--- config.mk ---
export PLATFORM = sky130hd
export DESIGN_NAME = ip_ref_loader_flat
export DESIGN_NICKNAME = d
export VERILOG_FILES = /design/src/rtl/ip_ref_loader_if.sv /design/src/rtl/ip_ref_loader.sv /design/src/flat_wrapper.sv
export SDC_FILE = /design/constraint.sdc
export NUM_CORES = 1
export LEC_CHECK = 0
export ABC_AREA = 0
export CORE_MARGIN = 2
export CORE_UTILIZATION = 50
export CTS_BUF_LIST = sky130_fd_sc_hd__clkbuf_4
export CTS_CLUSTER_SIZE = 30
export DETAILED_ROUTE_END_ITERATION = 10
export GPL_ROUTABILITY_DRIVEN = 0
export PLACE_DENSITY = 0.8
export SYNTH_ARGS = -nofsm -noshare
export SYNTH_HDL_FRONTEND = slang
export SYNTH_SLANG_ARGS = --single-unit
--- constraint.sdc ---
create_clock -name clk -period 3.2 [get_ports clk]
set_input_delay 0.64 -clock clk [delete_from_list [all_inputs] [get_ports clk]]
set_output_delay 0.64 -clock clk [all_outputs]
set_load 0.005 [all_outputs]
--- src/rtl/ip_ref_loader_if.sv ---
// ip_ref_loader_if: handshake and RAM-write bundle for the reference loader.
// The slave modport is the loader's view; the master modport is the
// environment's view (command/sample source, RAM, predictor conf FIFO).
interface ip_ref_loader_if #(
  parameter int CONF_W = 20,
  parameter int ADDR_W = 6
);

  // Command channel: configuration word for the next block.
  logic [CONF_W-1:0] cmd_in_rsc_dat;
  logic              cmd_in_rsc_vld;
  logic              cmd_in_rsc_rdy;

  // Byte-serial reference sample channel.
  logic [7:0]        ref_in_rsc_dat;
  logic              ref_in_rsc_vld;
  logic              ref_in_rsc_rdy;

  // Shared write port of the two reference RAMs.
  logic [31:0]       wdata;
  logic [ADDR_W-1:0] wraddress;
  logic              wren;

  // Configuration issued downstream once the block is fully loaded.
  logic [CONF_W-1:0] conf_out_rsc_dat;
  logic              conf_out_rsc_vld;
  logic              conf_out_rsc_rdy;

  modport slave (
    input  cmd_in_rsc_dat, cmd_in_rsc_vld,
    output cmd_in_rsc_rdy,
    input  ref_in_rsc_dat, ref_in_rsc_vld,
    output ref_in_rsc_rdy,
    output wdata, wraddress, wren,
    output conf_out_rsc_dat, conf_out_rsc_vld,
    input  conf_out_rsc_rdy
  );

  modport master (
    output cmd_in_rsc_dat, cmd_in_rsc_vld,
    input  cmd_in_rsc_rdy,
    output ref_in_rsc_dat, ref_in_rsc_vld,
    input  ref_in_rsc_rdy,
    input  wdata, wraddress, wren,
    input  conf_out_rsc_dat, conf_out_rsc_vld,
    output conf_out_rsc_rdy
  );

endinterface

--- src/rtl/ip_ref_loader.sv ---
// ip_ref_loader: writer end of the planar predictor's reference interface.
// Accepts a configuration word, packs 2*(2N+1) byte samples four per word into
// the top-row (base 0) and left-column (base LEFT_BASE) arrays, then issues the
// configuration downstream only after the final word is on the RAM bus.
// Optional build macro: IP_REF_LOADER_PAD_REPLICATE_EN -- when defined, unused
// lanes of a final partial word replicate the last sample; otherwise they are 0.
module ip_ref_loader #(
  parameter int CONF_W    = 20,
  parameter int ADDR_W    = 6,
  parameter int LEFT_BASE = 32
) (
  input  logic           clk,
  input  logic           rst,
  ip_ref_loader_if.slave bus
);

  // Sample index width: the largest array holds 2*32+1 = 65 samples (0..64).
  localparam int K_W = 7;

  typedef enum logic [2:0] {
    S_IDLE,
    S_LOAD_TOP,
    S_LOAD_LEFT,
    S_SETTLE,
    S_ISSUE
  } state_e;

  state_e            state_q, state_d;
  logic [K_W-1:0]    k_q, k_d;            // index of the next sample in the array
  logic [K_W-1:0]    k_last_q, k_last_d;  // L-1 = 2N for the current block
  logic [31:0]       pack_q, pack_d;      // lanes already received for this word
  logic [31:0]       wdata_q, wdata_d;
  logic [ADDR_W-1:0] wraddress_q, wraddress_d;
  logic              wren_q, wren_d;
  logic              cmd_rdy_q, cmd_rdy_d;
  logic              ref_rdy_q, ref_rdy_d;
  logic              conf_vld_q, conf_vld_d;
  logic [CONF_W-1:0] conf_dat_q, conf_dat_d;

  logic              cmd_hs;
  logic              ref_hs;
  logic              conf_hs;
  logic [1:0]        lane;
  logic              last_sample;
  logic              word_done;
  logic [7:0]        pad_byte;
  logic [31:0]       merged;
  logic [ADDR_W-1:0] base;

  // Handshakes use the registered readies, which always track state_q.
  assign cmd_hs      = bus.cmd_in_rsc_vld & cmd_rdy_q;
  assign ref_hs      = bus.ref_in_rsc_vld & ref_rdy_q;
  assign conf_hs     = conf_vld_q & bus.conf_out_rsc_rdy;

  assign lane        = k_q[1:0];
  assign last_sample = (k_q == k_last_q);
  assign word_done   = (lane == 2'd3) | last_sample;
  assign base        = (state_q == S_LOAD_LEFT) ? ADDR_W'(LEFT_BASE) : '0;

`ifdef IP_REF_LOADER_PAD_REPLICATE_EN
  // Edge substitution: lanes past the last sample repeat that sample.
  assign pad_byte = bus.ref_in_rsc_dat;
`else
  assign pad_byte = 8'h00;
`endif

  // Merge the incoming sample into its lane; lanes above it take the pad byte,
  // which later samples overwrite unless this turns out to be the final word.
  always_comb begin
    merged = '0;
    for (int j = 0; j < 4; j++) begin
      if (2'(j) < lane) begin
        merged[8*j +: 8] = pack_q[8*j +: 8];
      end else if (2'(j) == lane) begin
        merged[8*j +: 8] = bus.ref_in_rsc_dat;
      end else begin
        merged[8*j +: 8] = pad_byte;
      end
    end
  end

  // Next-state and next-output computation for the load sequencer.
  always_comb begin
    // NOTE: every _d defaults to its current value first, so no path through
    // the case statement leaves a variable unassigned and no latch is inferred.
    state_d     = state_q;
    k_d         = k_q;
    k_last_d    = k_last_q;
    pack_d      = pack_q;
    wdata_d     = wdata_q;
    wraddress_d = wraddress_q;
    wren_d      = 1'b0;
    conf_dat_d  = conf_dat_q;

    case (state_q)
      S_IDLE: begin
        if (cmd_hs) begin
          conf_dat_d = bus.cmd_in_rsc_dat;
          k_last_d   = K_W'(8) << bus.cmd_in_rsc_dat[1:0];
          k_d        = '0;
          pack_d     = '0;
          state_d    = S_LOAD_TOP;
        end
      end

      S_LOAD_TOP, S_LOAD_LEFT: begin
        if (ref_hs) begin
          pack_d = merged;
          k_d    = k_q + K_W'(1);
          if (word_done) begin
            wdata_d     = merged;
            wraddress_d = base + ADDR_W'(k_q >> 2);
            wren_d      = 1'b1;
          end
          if (last_sample) begin
            k_d     = '0;
            state_d = (state_q == S_LOAD_TOP) ? S_LOAD_LEFT : S_SETTLE;
          end
        end
      end

      // The final left word is on the RAM bus during this cycle.
      S_SETTLE: state_d = S_ISSUE;

      S_ISSUE: begin
        if (conf_hs) begin
          state_d = S_IDLE;
        end
      end

      default: state_d = S_IDLE;
    endcase

    // Readies and valid are registered copies of the next state.
    cmd_rdy_d  = (state_d == S_IDLE);
    ref_rdy_d  = (state_d == S_LOAD_TOP) | (state_d == S_LOAD_LEFT);
    conf_vld_d = (state_d == S_ISSUE);
  end

  // Single register stage for state and every output; synchronous reset.
  always_ff @(posedge clk) begin
    // NOTE: non-blocking assignments so every flop samples the pre-edge values
    // regardless of statement order.
    if (rst) begin
      state_q     <= S_IDLE;
      k_q         <= '0;
      k_last_q    <= '0;
      pack_q      <= '0;
      wdata_q     <= '0;
      wraddress_q <= '0;
      wren_q      <= 1'b0;
      cmd_rdy_q   <= 1'b0;
      ref_rdy_q   <= 1'b0;
      conf_vld_q  <= 1'b0;
      conf_dat_q  <= '0;
    end else begin
      state_q     <= state_d;
      k_q         <= k_d;
      k_last_q    <= k_last_d;
      pack_q      <= pack_d;
      wdata_q     <= wdata_d;
      wraddress_q <= wraddress_d;
      wren_q      <= wren_d;
      cmd_rdy_q   <= cmd_rdy_d;
      ref_rdy_q   <= ref_rdy_d;
      conf_vld_q  <= conf_vld_d;
      conf_dat_q  <= conf_dat_d;
    end
  end

  assign bus.cmd_in_rsc_rdy   = cmd_rdy_q;
  assign bus.ref_in_rsc_rdy   = ref_rdy_q;
  assign bus.wdata            = wdata_q;
  assign bus.wraddress        = wraddress_q;
  assign bus.wren             = wren_q;
  assign bus.conf_out_rsc_dat = conf_dat_q;
  assign bus.conf_out_rsc_vld = conf_vld_q;

  // A stalled configuration must stay valid and unchanged.
  conf_hold_a: assert property (@(posedge clk) disable iff (rst)
    (conf_vld_q && !bus.conf_out_rsc_rdy) |=> (conf_vld_q && $stable(conf_dat_q)));

  // RAM writes only happen while loading or in the settle cycle after it.
  wren_window_a: assert property (@(posedge clk) disable iff (rst)
    wren_q |-> (state_q inside {S_LOAD_TOP, S_LOAD_LEFT, S_SETTLE}));

endmodule

--- src/flat_wrapper.sv ---
// flat-port wrapper written by rule: the top's interface ports become plain ports
module ip_ref_loader_flat 
#(
  parameter int CONF_W    = 20,
  parameter int ADDR_W    = 6,
  parameter int LEFT_BASE = 32
)
  (clk, rst, bus_cmd_in_rsc_dat, bus_cmd_in_rsc_vld, bus_cmd_in_rsc_rdy, bus_ref_in_rsc_dat, bus_ref_in_rsc_vld, bus_ref_in_rsc_rdy, bus_wdata, bus_wraddress, bus_wren, bus_conf_out_rsc_dat, bus_conf_out_rsc_vld, bus_conf_out_rsc_rdy);
  ip_ref_loader_if #(.CONF_W(CONF_W), .ADDR_W(ADDR_W)) bus_i ();
  input  logic clk;
  input  logic rst;
  input wire logic [$bits(bus_i.cmd_in_rsc_dat)-1:0] bus_cmd_in_rsc_dat;
  input wire logic [$bits(bus_i.cmd_in_rsc_vld)-1:0] bus_cmd_in_rsc_vld;
  output wire logic [$bits(bus_i.cmd_in_rsc_rdy)-1:0] bus_cmd_in_rsc_rdy;
  input wire logic [$bits(bus_i.ref_in_rsc_dat)-1:0] bus_ref_in_rsc_dat;
  input wire logic [$bits(bus_i.ref_in_rsc_vld)-1:0] bus_ref_in_rsc_vld;
  output wire logic [$bits(bus_i.ref_in_rsc_rdy)-1:0] bus_ref_in_rsc_rdy;
  output wire logic [$bits(bus_i.wdata)-1:0] bus_wdata;
  output wire logic [$bits(bus_i.wraddress)-1:0] bus_wraddress;
  output wire logic [$bits(bus_i.wren)-1:0] bus_wren;
  output wire logic [$bits(bus_i.conf_out_rsc_dat)-1:0] bus_conf_out_rsc_dat;
  output wire logic [$bits(bus_i.conf_out_rsc_vld)-1:0] bus_conf_out_rsc_vld;
  input wire logic [$bits(bus_i.conf_out_rsc_rdy)-1:0] bus_conf_out_rsc_rdy;
  assign bus_i.cmd_in_rsc_dat = bus_cmd_in_rsc_dat;
  assign bus_i.cmd_in_rsc_vld = bus_cmd_in_rsc_vld;
  assign bus_cmd_in_rsc_rdy = bus_i.cmd_in_rsc_rdy;
  assign bus_i.ref_in_rsc_dat = bus_ref_in_rsc_dat;
  assign bus_i.ref_in_rsc_vld = bus_ref_in_rsc_vld;
  assign bus_ref_in_rsc_rdy = bus_i.ref_in_rsc_rdy;
  assign bus_wdata = bus_i.wdata;
  assign bus_wraddress = bus_i.wraddress;
  assign bus_wren = bus_i.wren;
  assign bus_conf_out_rsc_dat = bus_i.conf_out_rsc_dat;
  assign bus_conf_out_rsc_vld = bus_i.conf_out_rsc_vld;
  assign bus_i.conf_out_rsc_rdy = bus_conf_out_rsc_rdy;
  ip_ref_loader #(.CONF_W(CONF_W), .ADDR_W(ADDR_W), .LEFT_BASE(LEFT_BASE)) u_core (.clk(clk), .rst(rst), .bus(bus_i));
endmodule
==> results of run 1 <==
worst reg2reg max path: stages, from the launching register on:
cell,delay [ns]
dfxtp_1,0.52
inv_1,0.16
ha_1,0.18
nor2b_1,0.19
nand4_1,0.17
o2bb2ai_4,0.15
buf_4,0.36
nor2_2,0.15
a22o_1,0.28
flip-flops by register name, indices dropped and copies added (netlist names):
register / cells
u_core.bus.cmd_in_rsc_rdy: 1
u_core.bus.conf_out_rsc_dat: 20
u_core.bus.conf_out_rsc_vld: 1
u_core.bus.ref_in_rsc_rdy: 1
u_core.bus.wdata: 32
u_core.bus.wraddress: 6
u_core.bus.wren: 1
u_core.k_last_q: 4
u_core.k_q: 7
u_core.pack_q: 24
u_core.state_q: 3
per-stage QoR:
step,instance area [sq um],instances,utilization [%],hold slack (ns)
after global placement,5150,631,63.0,0.438
after detailed placement,5150,631,63.0,0.446
final,5270,647,64.5,0.462
after floorplan,4190,459,-,0.432
after CTS,5270,647,64.5,0.465
after global routing,5270,647,64.5,0.474
power by group through the flow:
stage	Clock [mW]	Combinational, mW	Sequential, mW
6_report	0.583	0.281	1.29
5_1_grt	0.651	0.309	1.30
4_1_cts	0.602	0.282	1.30
3_5_place_dp	0	0.281	1.32
3_3_place_gp	0	0.276	1.32
2_1_floorplan	0	0.159	1.32
cell families after synthesis:
kind of cell	after synthesis
simple gates	175
mux	13
compound gates	116
buf+inv	41
xor+xnor	10
flops	100
fa+ha+maj	4
metal layers:
metal | share of wire [%] | vias to the layer above | global-route usage (%)
met5 | 0 | - | 0
met4 | 0.82 | 0 | 6.43
met3 | 9.5 | 7 | 7.04
met2 | 47 | 128 | 34.3
met1 | 43 | 1640 | 26.5
li1 | - | 1760 | -
cell usage in the layout (no fill, tap or decap), types with 4 or more instances in the layout:
cell type          n
nand3b_1          20
o2111ai_1          4
buf_4             11
a22oi_1            8
xor2_1             5
dfxtp_1          100
clkdlybuf4s50_1   93
ha_1               4
nor2b_1            4
a32oi_1            8
nand3_1            4
nor2_1            55
a21oi_1           54
xnor2_1            4
a22o_1            10
mux2i_1           13
a211oi_2          24
clkbuf_4           9
nand2_1           77
worst paths after layout:
check	endpoint	slack [ns]	from
max	u_core.bus.wdata[25]	0.95	u_core.k_q[1]
min	u_core.pack_q[22]	0.46	u_core.pack_q[22]
max reg2reg	u_core.bus.wdata[25]	0.95	u_core.k_q[1]
min reg2reg	u_core.pack_q[22]	0.46	u_core.pack_q[22]
cell usage after synthesis:
| library cell | number |
|---|---|
| nand4_1 | 1 |
| nor2_1 | 55 |
| or4_1 | 1 |
| xor2_2 | 1 |
| o2111ai_1 | 4 |
| xor2_1 | 5 |
| nor3_1 | 2 |
| xnor2_1 | 4 |
| a41o_1 | 1 |
| a22o_1 | 10 |
| nor2_2 | 2 |
| nand2b_1 | 1 |
| and3b_1 | 1 |
| buf_4 | 3 |
| and2_1 | 1 |
| a211o_1 | 2 |
| nand3_1 | 4 |
| buf_2 | 9 |
| o21bai_1 | 1 |
| nor4b_1 | 1 |
| a21oi_1 | 54 |
| o21ai_0 | 3 |
| nand3b_1 | 20 |
| inv_1 | 3 |
| and3_1 | 2 |
| a32oi_1 | 8 |
| mux2i_1 | 13 |
| a22oi_1 | 8 |
| nor4_2 | 1 |
| ha_1 | 4 |
| nand2_1 | 77 |
| clkbuf_1 | 19 |
| nand2_4 | 1 |
| buf_6 | 6 |
| clkbuf_2 | 1 |
| a211oi_2 | 24 |
| o2bb2ai_2 | 1 |
| nor3b_2 | 1 |
| nor2b_1 | 4 |
| dfxtp_1 | 100 |
layout make-up:
type | count | share of cell area [%]
clock inverters | 7 | 0.996
clock buffers | 9 | 1.28
multi-input cells | 318 | 37.7
inverters | 3 | 0.214
flip-flops and latches | 100 | 38.0
repair buffers | 105 | 19.3
well taps | 105 | 2.49
==> results_dict.tcl, run 1 <==
set metrics [dict create \
    cts_tree "yes" \
    ys.warnings.count 0 \
    ant_nets 0 \
    worstSetupPathType "reg -> reg" \
    clk_pin_slew_ns 0.15 \
    synthesis.nets 496 \
    holdBufCountCts 0 \
    rsz0062_at_grt "no" \
    drc 0 \
    synth_adder_area_share_pct 1.19 \
    finalPower_mw 2.16 \
    p_seq_share_pct 60.0 \
    post_cts_buffers 0 \
    port-buffer-count 94 \
    pwr-share-clk_pct 27.0 \
    cp-start-kind "register" \
    place_worst_setup_slack_ns 0.630 \
    switching_power_mw 0.595 \
    ys_seq_area_share_pct 47.7 \
    crit_required_ns 3.54 \
    drt-initial-drc-count 107 \
    h-tree-depth 3 \
    pwr-share-comb_pct 13.0 \
    maxCapViolCount 0 \
    drt-vias-per-instance 5.46 \
    via_count 3535 \
    wl_per_cell_um 14.5 \
    cp_max_fo 28 \
    yosys.area_share.simple_pct 19.2 \
    core_region_area_sq_um 8180 \
    crit_chain "inv_1, ha_1, nor2b_1, nand4_1, o2bb2ai_4, buf_4, nor2_2, a22o_1" \
    fmax_mhz 445 \
    regArea_sq_um 2000 \
    power.leakage_nw 1.81 \
    swShare_pct 27.6 \
    cts_resized 0 \
    syn_to_final_growth_pct 25.7 \
    drv_slew 0 \
    ir_drop_mv 0.282 \
    ys_ff_latch 100 \
    period_share_pct 70.3 \
    p_int_mw 1.56 \
    cts.sinks 100 \
    start_util_pct 51.3 \
    first_global_vias 3330 \
    p_per_area_nw_per_um2 409 \
    cp.depth 8 \
    crit_family "flip-flops" \
    status "finished, final reports clean" \
    worst_slew_pin_slew_ns 0.865 \
    synth-compound-area-share_pct 21.2 \
    syn_area_sq_um 4190 \
    nets 574 \
    fin_skew_ns 0.0149 \
    synth_cells 459 \
    period_needed_ns 2.25 \
    muxShareOfSynthArea_pct 3.10 \
    avgSynthCellArea_sq_um 9.14 \
    synth_top_family_by_area "compound AO/OA/AOI/OAI gates" \
    synth-xor-area-share_pct 2.27 \
    hold_viol 0 \
    cts_buffers 9 \
    yosysTopAreaCellShare_pct 47.7 \
    antenna_found_initial 0 \
    firstDrtPassIters 4 \
    postRouteWirelength_um 9390 \
    worst-path-buf-inv 2 \
    grt_max_degree 43 \
    root_buffer "clkbuf_4" \
    drive_gt1_share_pct 10.7 \
    cp-end-kind "register" \
    die_y_um 95.6 \
    multi_input_comb_area_sq_um 1990 \
    row_count 33 \
    fill_cells 661 \
    crit_slowest_cell "dfxtp_1" \
    grt_pass1_wl_um 15100 \
    r2r_cells 8 \
    die_w_um 95.6 \
    synth_area_leader_cell "dfxtp_1" \
    ys_types 40 \
    clockBufferDepth 2 \
    max-slew-margin-rel_pct 42.3 \
    ys_top_cells_by_area "dfxtp_1 (48%), a211oi_2 (7.2%), nand2_1 (6.9%), a21oi_1 (6.4%), nor2_1 (4.9%)" \
    grt-ovfl-total 0 \
    max_stage_delay_ns 0.52 \
    worst_slack_ns 0.950 \
    finalSetupTns_ns 0 \
    track_usage_pct 21.1 \
    dp_hpwl_um 6520 \
    hold_class "reg -> reg" \
    dieArea_sq_um 9140 \
    cp.arrival_ns 2.59 \
    finalSetupViolCount 0 \
    clkLatencyLatePin_ns 0.44 \
    worstHoldPathCells 2 \
    insertedDiodeCount 0 \
    num_io_pins 95 \
]
(Power assumes the default switching activity.)
==> inputs of run 2 (changes only) <==
==> constraint.sdc (replaced) <==
create_clock -name clk -period 2.3 [get_ports clk]
set_input_delay 0.46 -clock clk [delete_from_list [all_inputs] [get_ports clk]]
set_output_delay 0.46 -clock clk [all_outputs]
set_load 0.005 [all_outputs]
==> run 2 against run 1 <==
Worst setup slack lost 0.78 ns; final area grew 1.6%; combinational power grew 45%; maximum frequency grew 5.6%; critical path type unchanged; critical endpoint is now u_core.bus.wdata[11]; largest cell class unchanged.
==> results_dict.tcl, run 2 (synthesized netlist as in run 1, its figures left out) <==
set metrics [dict create \
    holdBufCountCts 0 \
    whs_ns 0.465 \
    root_buffer "clkbuf_4" \
    nets 580 \
    hold_viol 0 \
    power.leakage_nw 1.85 \
    drt-initial-drc-count 158 \
    grt_pass1_wl_um 16100 \
    wl_per_cell_um 14.7 \
    worst-path-buf-inv 2 \
    max-slew-margin-rel_pct 53.8 \
    final_common_cell "dfxtp_1" \
    first_global_vias 3432 \
    crit_required_ns 2.69 \
    finalInstanceArea_sq_um 5360 \
    swShare_pct 27.9 \
    start_util_pct 51.3 \
    dpl.cell_count 637 \
    ant_nets 0 \
    worstSetupPathType "reg -> reg" \
    cp-end-kind "register" \
    h-tree-depth 3 \
    finalPower_mw 3.03 \
    fmax_mhz 470 \
    maxCapViolCount 0 \
    num_io_pins 95 \
    drt-vias-per-instance 5.44 \
    final_cell_mix "dfxtp_1 (100), clkdlybuf4s50_1 (93), nand2_1 (77)" \
    insertedDiodeCount 0 \
    crit_chain "inv_1, ha_1, nor2b_1, nand4_1, o2bb2ai_4, buf_4, nor2_1, a211oi_2" \
    worst_slack_ns 0.171 \
    ir_drop_mv 0.347 \
    row_count 33 \
    period_share_pct 92.6 \
    switching_power_mw 0.844 \
    port-buffer-count 94 \
    die_w_um 95.6 \
    hold_class "reg -> reg" \
    p_seq_share_pct 59.5 \
    post_cts_buffers 0 \
    cp_max_fo 13 \
    dp_hpwl_um 6670 \
    postRouteWirelength_um 9620 \
    syn_to_final_growth_pct 27.7 \
    cts_resized 0 \
    dieArea_sq_um 9140 \
    clkLatencyLatePin_ns 0.45 \
    die_y_um 95.6 \
    antenna_found_initial 0 \
    max_stage_delay_ns 0.44 \
    final_util_pct 65.5 \
    fin_cells 653 \
    worst_slew_pin_slew_ns 0.693 \
    track_usage_pct 22.3 \
    clk_pin_slew_ns 0.17 \
    cts.sinks 100 \
    crit_slowest_cell "o2bb2ai_4" \
    rsz0062_at_grt "no" \
    grt-ovfl-total 0 \
    cts_buffers 9 \
    fin_skew_ns 0.0224 \
    core_region_area_sq_um 8180 \
    drc 0 \
    cp-start-kind "register" \
    p_per_area_nw_per_um2 565 \
    via_count 3555 \
    largest_reg_flops 32 \
    status "finished, final reports clean" \
    firstDrtPassIters 5 \
    pwr-share-comb_pct 13.5 \
    grt_max_degree 33 \
    cp.arrival_ns 2.52 \
    cts_tree "yes" \
    pwr-share-clk_pct 27.1 \
    p_int_mw 2.18 \
    fill_cells 712 \
    drv_slew 0 \
    finalSetupTns_ns 0 \
    place_worst_setup_slack_ns -0.0940 \
    finalSetupViolCount 0 \
    crit_family "compound AO/OA/AOI/OAI gates" \
    clockBufferDepth 2 \
    dpl_cell_area_sq_um 5240 \
    drive_gt1_share_pct 11.7 \
    period_needed_ns 2.13 \
]
## run 2: changes by cell type in the layout (fill, tap and decap cells not counted)
cell / before / now
buf_4: 11 / 14
buf_12: 0 / 3
## run 2: area by class of cell
cell class                 count  area (sq um)  share of cell area, %
sequential                   100          2000                   37.4
tap                          105           131                   2.45
timing repair buffer         111          1100                   20.6
clock inverter                 7          52.6                  0.981
clock buffer                   9          67.6                   1.26
multi-input combinational    318          1990                   37.2
inverter                       3          11.3                  0.210
## run 2: path summary, 6_finish.rpt
path,slack (ns),end,depth (start not counted),start
worst max-delay path,0.17,u_core.bus.wdata[11],8,u_core.k_q[0]
worst min-delay path,0.46,u_core.bus.conf_out_rsc_dat[7],2,u_core.bus.conf_out_rsc_dat[7]
worst max register to register,0.17,u_core.bus.wdata[11],8,u_core.k_q[0]
worst min register to register,0.46,u_core.bus.conf_out_rsc_dat[7],2,u_core.bus.conf_out_rsc_dat[7]
## run 2: worst min-delay path, stage by stage (launching register included)
cell and delay (ns):
dfxtp_1 0.34, nand2_1 0.05, a21oi_1 0.05
## run 2: power by group through the flow
stage	logic, mW	registers [mW]	clock network [mW]
final	0.408	1.80	0.820
after global routing	0.447	1.81	0.906
after CTS	0.408	1.80	0.849
after detailed placement	0.407	1.84	0
after global placement	0.398	1.84	0
after floorplan	0.221	1.83	0
## run 2: metal layers
metal	up-vias	global-route usage [%]	wire, um
met5	-	0	0
met4	0	5.60	108
met3	11	7.27	737
met2	111	37.6	4530
met1	1676	27.4	4240
li1	1757	-	-
==> inputs of run 3 (changes only) <==
==> constraint.sdc (replaced) <==
create_clock -name clk -period 2.4 [get_ports clk]
set_input_delay 0.48 -clock clk [delete_from_list [all_inputs] [get_ports clk]]
set_output_delay 0.48 -clock clk [all_outputs]
set_load 0.005 [all_outputs]
==> run 3 against run 2 <==
Critical path type unchanged; highest routed layer unchanged; global-route usage decreased by 0.60 points; sequential power decreased by 4%; sequential share of layout area decreased by 0.24 points.
==> results_dict.tcl, run 3 (synthesized netlist as in run 1, its figures left out) <==
set metrics [dict create \
    syn_to_final_growth_pct 28.6 \
    largest_reg_flops 32 \
    drv_slew 0 \
    period_share_pct 87.8 \
    antenna_found_initial 0 \
    h-tree-depth 3 \
    crit_required_ns 2.76 \
    die_w_um 95.6 \
    cts.sinks 100 \
    dp_hpwl_um 6620 \
    cp-start-kind "register" \
    hold_class "in -> reg" \
    holdBufCountCts 0 \
    p_per_area_nw_per_um2 589 \
    post_cts_buffers 0 \
    cp.arrival_ns 2.46 \
    insertedDiodeCount 0 \
    whs_ns 0.444 \
    clkLatencyLatePin_ns 0.43 \
    cp_max_fo 13 \
    worst_slew_pin_slew_ns 0.745 \
    drive_gt1_share_pct 11.4 \
    final_cell_mix "dfxtp_1 (100), clkdlybuf4s50_1 (93), nand2_1 (77)" \
    cp-end-kind "register" \
    port-buffer-count 94 \
    final_common_cell "dfxtp_1" \
    num_io_pins 95 \
    die_y_um 95.6 \
    max-slew-margin-rel_pct 50.3 \
    cts_tree "yes" \
    ir_drop_mv 0.459 \
    track_usage_pct 21.7 \
    hold_viol 0 \
    worst_slack_ns 0.292 \
    power.leakage_nw 1.87 \
    period_needed_ns 2.11 \
    worstSetupPathType "reg -> reg" \
    rsz0062_at_grt "no" \
    dieArea_sq_um 9140 \
    grt-ovfl-total 0 \
    status "finished, final reports clean" \
    grt_max_degree 32 \
    drc 0 \
    drt-initial-drc-count 136 \
    first_global_vias 3380 \
    firstDrtPassIters 5 \
    fmax_mhz 474 \
    grt_pass1_wl_um 15700 \
    postRouteWirelength_um 9470 \
    place_worst_setup_slack_ns -0.0178 \
    finalPower_mw 3.18 \
    ant_nets 0 \
    via_count 3583 \
    root_buffer "clkbuf_4" \
    finalSetupViolCount 0 \
    core_region_area_sq_um 8180 \
    final_util_pct 65.9 \
    cts_resized 0 \
    dpl.cell_count 635 \
    maxCapViolCount 0 \
    fin_skew_ns 0.0150 \
    fin_cells 651 \
    row_count 33 \
    drt-vias-per-instance 5.50 \
    start_util_pct 51.3 \
    nets 578 \
    clk_pin_slew_ns 0.15 \
    wl_per_cell_um 14.5 \
    cts_buffers 9 \
    clockBufferDepth 2 \
]
## run 3: cell types whose count changed in the layout (fill, tap and decap cells not counted), sizes merged
cell      change
buf           -2
bufinv        +3
inv           -1
clkinvlp      -2
## run 3: per-stage QoR
step	area, sq um	TNS (ns)
final	5390	0
after global routing	5390	0
after CTS	5390	0
after detailed placement	5210	-0.0963
after global placement	5210	0
after floorplan	4190	0
## run 3: power breakdown
part,switching [mW],internal [mW]
sequential,0.0279,1.70
combinational,0.207,0.174
clock,0.546,0.525
## run 3: area by class of cell
| type | instances | area (sq um) |
|---|---|---|
| multi-input combinational | 318 | 1990 |
| clock inverter | 7 | 115 |
| sequential | 100 | 2000 |
| tap | 105 | 131 |
| clock buffer | 9 | 67.6 |
| timing repair buffer | 109 | 1070 |
| inverter | 3 | 11.3 |
| fill | 666 | 2780 |
## run 3: worst paths after layout
kind                                        start                  end  slack [ns]  depth (start not counted)
worst max-delay path                u_core.k_q[0]  u_core.bus.wdata[2]        0.29                          8
worst min-delay path                          rst     u_core.pack_q[5]        0.44                          2
worst max register to register      u_core.k_q[0]  u_core.bus.wdata[2]        0.29                          8
worst min register to register  u_core.pack_q[18]    u_core.pack_q[18]        0.46                          2
## run 3: routing by layer
metal	vias to the layer above	global-route usage (%)	part of all wire [%]	wire length [um]
li1	1768	-	-	-
met1	1684	26.5	44	4130
met2	121	36.1	46	4390
met3	10	7.91	9.0	851
met4	0	5.60	1.0	99
met5	-	0	0	0
## run 3: critical path: stages (launching register included)
cell and delay [ns]:
dfxtp_1 0.39, inv_1 0.12, ha_1 0.18, nor2b_1 0.19
nand4_1 0.17, o2bb2ai_4 0.49, buf_4 0.27, nor2_1 0.06
a211oi_2 0.17
